File: config.mk
export PLATFORM = sky130hd
export DESIGN_NAME = instr_read_issuer
export DESIGN_NICKNAME = d
export VERILOG_FILES = /design/src/rtl/definitions_pkg.sv /design/src/rtl/instr_read_issuer.sv
export SDC_FILE = /design/constraint.sdc
export NUM_CORES = 1
export LEC_CHECK = 0
export ABC_AREA = 1
export CAP_MARGIN = 10
export CORE_MARGIN = 3
export CORE_UTILIZATION = 30
export CTS_BUF_LIST = sky130_fd_sc_hd__clkbuf_2 sky130_fd_sc_hd__clkbuf_4 sky130_fd_sc_hd__clkbuf_8
export CTS_CLUSTER_SIZE = 20
export DETAILED_ROUTE_END_ITERATION = 10
export GPL_TIMING_DRIVEN = 1
export SLEW_MARGIN = 10
export SYNTH_ARGS = -nofsm -noshare
export SYNTH_HDL_FRONTEND = slang
export SYNTH_SLANG_ARGS = --single-unit
export TNS_END_PERCENT = 30
File: constraint.sdc
create_clock -name clk -period 2.3 [get_ports clk]
set_input_delay 0.46 -clock clk [delete_from_list [all_inputs] [get_ports clk]]
set_output_delay 0.46 -clock clk [all_outputs]
set_load 0.01 [all_outputs]
File: src/rtl/definitions_pkg.sv
// Shared types for the instruction-read path: the queued descriptor format
// and the issuer state encoding.
package definitions_pkg;

    localparam int DESC_ADDR_W = 32;
    localparam int DESC_LEN_W  = 16;

    typedef struct packed {
        logic [DESC_ADDR_W-1:0] addr;
        logic [DESC_LEN_W-1:0]  len;
    } InstructionRead;

    typedef enum logic [1:0] {
        IDLE,
        WAIT,
        LOAD,
        ISSUE
    } issuer_state_e;

endpackage

File: src/rtl/instr_read_issuer.sv
// Pops InstructionRead descriptors from the instruction-read FIFO and splits
// each one into bounded memory read bursts on a valid/ready request port.
module instr_read_issuer
    import definitions_pkg::*;
#(
    parameter int ADDR_W      = DESC_ADDR_W,
    parameter int LEN_W       = DESC_LEN_W,
    parameter int MAX_BURST   = 16,
    parameter int WORD_BYTES  = 4,
    parameter int INPUT_WIDTH = $bits(InstructionRead)
) (
    input  logic                         clk,
    input  logic                         srst,
    input  logic [INPUT_WIDTH-1:0]       fifo_dout,
    input  logic                         fifo_empty,
    output logic                         fifo_rd_en,
    output logic                         req_valid,
    input  logic                         req_ready,
    output logic [ADDR_W-1:0]            req_addr,
    output logic [$clog2(MAX_BURST):0]   req_len,
    output logic                         req_last,
    output logic                         desc_done,
    output logic                         busy
);

    localparam int REQ_LEN_W = $clog2(MAX_BURST) + 1;

    issuer_state_e          state, state_d;
    logic [LEN_W-1:0]       remaining, remaining_d;
    logic [ADDR_W-1:0]      req_addr_d;
    logic [REQ_LEN_W-1:0]   req_len_d;
    logic                   req_last_d;

    logic [ADDR_W-1:0]      load_addr, next_addr;
    logic [LEN_W-1:0]       load_len, next_remaining;
    logic [REQ_LEN_W:0]     burst;

    // Returns {last, len} for a burst cut from the words still outstanding.
    function automatic logic [REQ_LEN_W:0] next_burst(input logic [LEN_W-1:0] rem);
        if (rem <= LEN_W'(MAX_BURST))
            return {1'b1, REQ_LEN_W'(rem)};
        return {1'b0, REQ_LEN_W'(MAX_BURST)};
    endfunction

    assign load_addr      = fifo_dout[ADDR_W+LEN_W-1 -: ADDR_W];
    assign load_len       = fifo_dout[LEN_W-1:0];
    assign next_addr      = req_addr + ADDR_W'(req_len) * ADDR_W'(WORD_BYTES);
    assign next_remaining = remaining - LEN_W'(req_len);

    assign req_valid = (state == ISSUE);
    assign busy      = (state != IDLE);

    always_comb begin
        state_d     = state;
        remaining_d = remaining;
        req_addr_d  = req_addr;
        req_len_d   = req_len;
        req_last_d  = req_last;
        fifo_rd_en  = 1'b0;
        desc_done   = 1'b0;
        burst       = '0;

        case (state)
            IDLE: begin
                if (!fifo_empty) begin
                    fifo_rd_en = 1'b1;
                    state_d    = WAIT;
                end
            end
            WAIT: state_d = LOAD;
            LOAD: begin
                // The FIFO holds dout until the next pop, so it is still valid here.
                if (load_len == '0) begin
                    desc_done = 1'b1;
                    state_d   = IDLE;
                end else begin
                    burst       = next_burst(load_len);
                    remaining_d = load_len;
                    req_addr_d  = load_addr;
                    req_len_d   = burst[REQ_LEN_W-1:0];
                    req_last_d  = burst[REQ_LEN_W];
                    state_d     = ISSUE;
                end
            end
            ISSUE: begin
                if (req_ready) begin
                    remaining_d = next_remaining;
                    if (req_last) begin
                        desc_done  = 1'b1;
                        req_addr_d = '0;
                        req_len_d  = '0;
                        req_last_d = 1'b0;
                        state_d    = IDLE;
                    end else begin
                        burst      = next_burst(next_remaining);
                        req_addr_d = next_addr;
                        req_len_d  = burst[REQ_LEN_W-1:0];
                        req_last_d = burst[REQ_LEN_W];
                    end
                end
            end
            default: state_d = IDLE;
        endcase

        if (srst) begin
            fifo_rd_en = 1'b0;
            desc_done  = 1'b0;
        end
    end

    always_ff @(posedge clk) begin
        if (srst) begin
            state     <= IDLE;
            remaining <= '0;
            req_addr  <= '0;
            req_len   <= '0;
            req_last  <= 1'b0;
        end else begin
            state     <= state_d;
            remaining <= remaining_d;
            req_addr  <= req_addr_d;
            req_len   <= req_len_d;
            req_last  <= req_last_d;
        end
    end

endmodule

==> results.sh <==
export IMPL_period_needed_ps=2280
export IMPL_finalClockSkew_ps=10.0
export IMPL_worstPathRequired_ps=2580
export IMPL_syn_inst=675
export IMPL_grt_pass1_vias=4582
export IMPL_clockBufferDepth=2
export IMPL_power_density_mw_per_mm2=1480
export IMPL_areaGrowthSynthToFinish_pct=40.5
export IMPL_dp_cells=959
export IMPL_fp_dieW_um=124
export IMPL_synthFlopType="dfxtp_1"
export IMPL_r2r_start="remaining[0]"
export IMPL_grt_overflow=0
export IMPL_synthDistinctLibCells=43
export IMPL_num_rows=42
export IMPL_grt_pass1_wl_um=22300
export IMPL_leakagePower_nw=2.50
export IMPL_critPathArrivalTime_ps=2560
export IMPL_critPathLaunchType="register"
export IMPL_busiest_layer="met2"
export IMPL_startpoint="remaining[0]"
export IMPL_synth_edf_count=0
export IMPL_hpwl_um=10000
export IMPL_critPathKind="register to register"
export IMPL_vdd_ir_drop_max_v=0.000487
export IMPL_crit_fanout=5
export IMPL_synth_seq_cells=56
export IMPL_slowest_delay_ps=370
export IMPL_wl_per_cell_um=14.3
export IMPL_clkSinkCount=56
export IMPL_postRouteWirelength_um=13900
export IMPL_post_route_period_util_pct=98.9
export IMPL_synth_warnings=0
export IMPL_via_per_inst=4.97
export IMPL_worstPathCellList="inv_2 -> ha_4 -> fa_2 -> inv_2 -> nand2_4 -> nand2_4 -> nand3_4 -> nand2_2 -> nand2_2 -> nand2_2 -> nand2_2 -> nor2_2 -> nand3_2 -> nor2_4 -> nand3_2 -> a21oi_2"
export IMPL_slowest_stage="fa_2"
export IMPL_layout_common_cells="145 x nand2_1, 88 x clkdlybuf4s50_1, 72 x inv_1"
export IMPL_maxSlewViolCount=0
export IMPL_final_area_mm2=0.00586
export IMPL_final_antenna_net_count=0
export IMPL_portBuffers=93
export IMPL_vias=4831
export IMPL_drive_above_1_share_pct=15.4
export IMPL_antenna_found_initial=0
export IMPL_h_tree_depth=2
export IMPL_drt_iter0_drc=248
export IMPL_use_met1_pct=22.7
export IMPL_status="completed"
export IMPL_drc_errors=0
export IMPL_io_pins=94
export IMPL_fmax_mhz=439
export IMPL_holdCritStartpoint="req_addr[1]"
export IMPL_finalSetupViolations=0
export IMPL_use_met3_pct=3.45
export IMPL_worstSkewPairLatency_ps=340
export IMPL_synthArstFlopShare_pct=0
export IMPL_dieArea_mm2=0.0153
export IMPL_grtUsageTotal_pct=18.2
export IMPL_ys_seq_area_share_pct=26.9
export IMPL_firstDrtPassIters=5
export IMPL_start_util_pct=31.1
export IMPL_cpMostUsedCell="nand2_2"
export IMPL_grt_max_degree=61
export IMPL_tritoncts="built"
export IMPL_core_area_mm2=0.0134
export IMPL_worst_pin_slew_ps=616
export IMPL_die_h_um=124
export IMPL_clk_transition_reported_paths_ps=120
export IMPL_fin_cells=973
export IMPL_num_antenna_cells=0
export IMPL_slew_headroom_pct=58.9
export IMPL_ctsHoldBuffers=0
export IMPL_numCtsBuffers=5
export IMPL_hp_class="register to register"
export IMPL_nets=860
export IMPL_rsz0062_at_grt="true"
export IMPL_syn_num_nets=739
export IMPL_drv_cap=0
export IMPL_avgSynthCellArea_um2=6.18
export IMPL_syn_area_mm2=0.00417
export IMPL_finalHoldViolations=0
export IMPL_final_common_cell="nand2_1"
export IMPL_grtUsageMet2_pct=32.6
export IMPL_cts_root_buf="clkbuf_8"
export IMPL_placed_cell_area_mm2=0.00554
export IMPL_end_kind="register"
export IMPL_globalplace_congestion=0.899
[registers in the layout, indices dropped and copies added, names as in the netlist]
name	cells
remaining	16
req_addr	32
req_last	1
req_len	5
state	2
[cell usage after synthesis (2+ instances only)]
master | count | area [um^2]
or2_2 | 3 | 18.8
nand4_1 | 15 | 93.8
nor2_2 | 4 | 25.0
xor2_1 | 2 | 17.5
a21oi_1 | 77 | 385
nor3_1 | 5 | 25.0
nor2_1 | 60 | 225
or2_1 | 2 | 12.5
nand2_2 | 7 | 43.8
a21o_1 | 2 | 15.0
nand3_2 | 5 | 50.1
nand2_1 | 152 | 571
buf_4 | 4 | 30.0
buf_2 | 5 | 25.0
a31oi_1 | 6 | 37.5
nand3_1 | 60 | 300
inv_1 | 74 | 278
nor3_2 | 4 | 40.0
o21bai_1 | 4 | 30.0
a22oi_1 | 2 | 15.0
dfxtp_1 | 56 | 1120
o21ai_0 | 63 | 315
a311oi_1 | 2 | 17.5
nor2_4 | 3 | 33.8
ha_1 | 10 | 125
fa_1 | 2 | 40.0
inv_2 | 3 | 11.3
nor4_1 | 6 | 37.5
o211ai_1 | 8 | 60.1
clkbuf_1 | 16 | 60.1
[kinds of logic after synthesis]
| family | count (synthesis) | share of synthesized area (%) |
|---|---|---|
| buf+inv | 105 | 10.2 |
| flops | 56 | 26.9 |
| fa+ha+maj | 12 | 3.96 |
| compound gates | 170 | 22.0 |
| simple gates | 329 | 36.3 |
| xor+xnor | 3 | 0.630 |
[final cells by class]
cell class	instances	area (um^2)
clock inverter	2	13.8
tap	176	220
clock buffer	6	82.6
sequential	56	1120
multi-input combinational	515	2800
inverter	79	298
fill	1431	7540
timing repair buffer	139	1320
[critical path: cells and delay by family (launching register included)]
| family | cells | cell delay (ps) |
|---|---|---|
| and+or+nand+nor | 11 | 1090 |
| adders and majority gates | 2 | 530 |
| DFF | 1 | 340 |
| buffers and inverters | 2 | 130 |
| AOI/OAI and AO/OA | 1 | 130 |
[per-layer routing]
layer	share of wire, %	wire length, um	vias up
met3	5.0	699	16
met5	0	0	-
met4	1.2	168	0
met1	45	6310	2194
met2	48	6730	107
li1	-	-	2514
[path summary, 6_finish.rpt]
kind	endpoint	slack [ps]	cells after the start
setup / recovery	req_len[3]	20	16
hold / removal	req_addr[1]	480	2
setup reg to reg	req_len[3]	20	16
hold reg to reg	req_addr[1]	480	2
[repair_timing]
action | CTS | global route
buffers inserted | 4 | 1
cloned | 1 | 0
resized for setup | 14 | 39
setup endpoints to repair | 6 | 21
pin swaps | 8 | 23
endpoints found under the hold margin | 0 | 0
[stage by stage]
step / setup slack, ps / utilization, % / total power [W] / TNS (ps) / hold slack [ps]
floorplan: 213 / - / 0.00552 / 0 / 433
global placement: -487 / 41.4 / 0.00746 / -4590 / 453
CTS: -9.05 / 42.6 / 0.00828 / -9.05 / 475
global route: -109 / 43.7 / 0.00952 / -604 / 502
detailed placement: -491 / 41.4 / 0.00747 / -5020 / 458
finish: 24.2 / 43.7 / 0.00868 / 0 / 476
[report_power, final]
group | leakage (nW) | internal [W] | switching, W
sequential | 0.460 | 0.00138 | 0.000488
clock | 0.0516 | 0.000249 | 0.000390
combinational | 1.99 | 0.00260 | 0.00357
total | 2.50 | 0.00423 | 0.00445
Note: power is estimated with default switching activity, not from simulation.
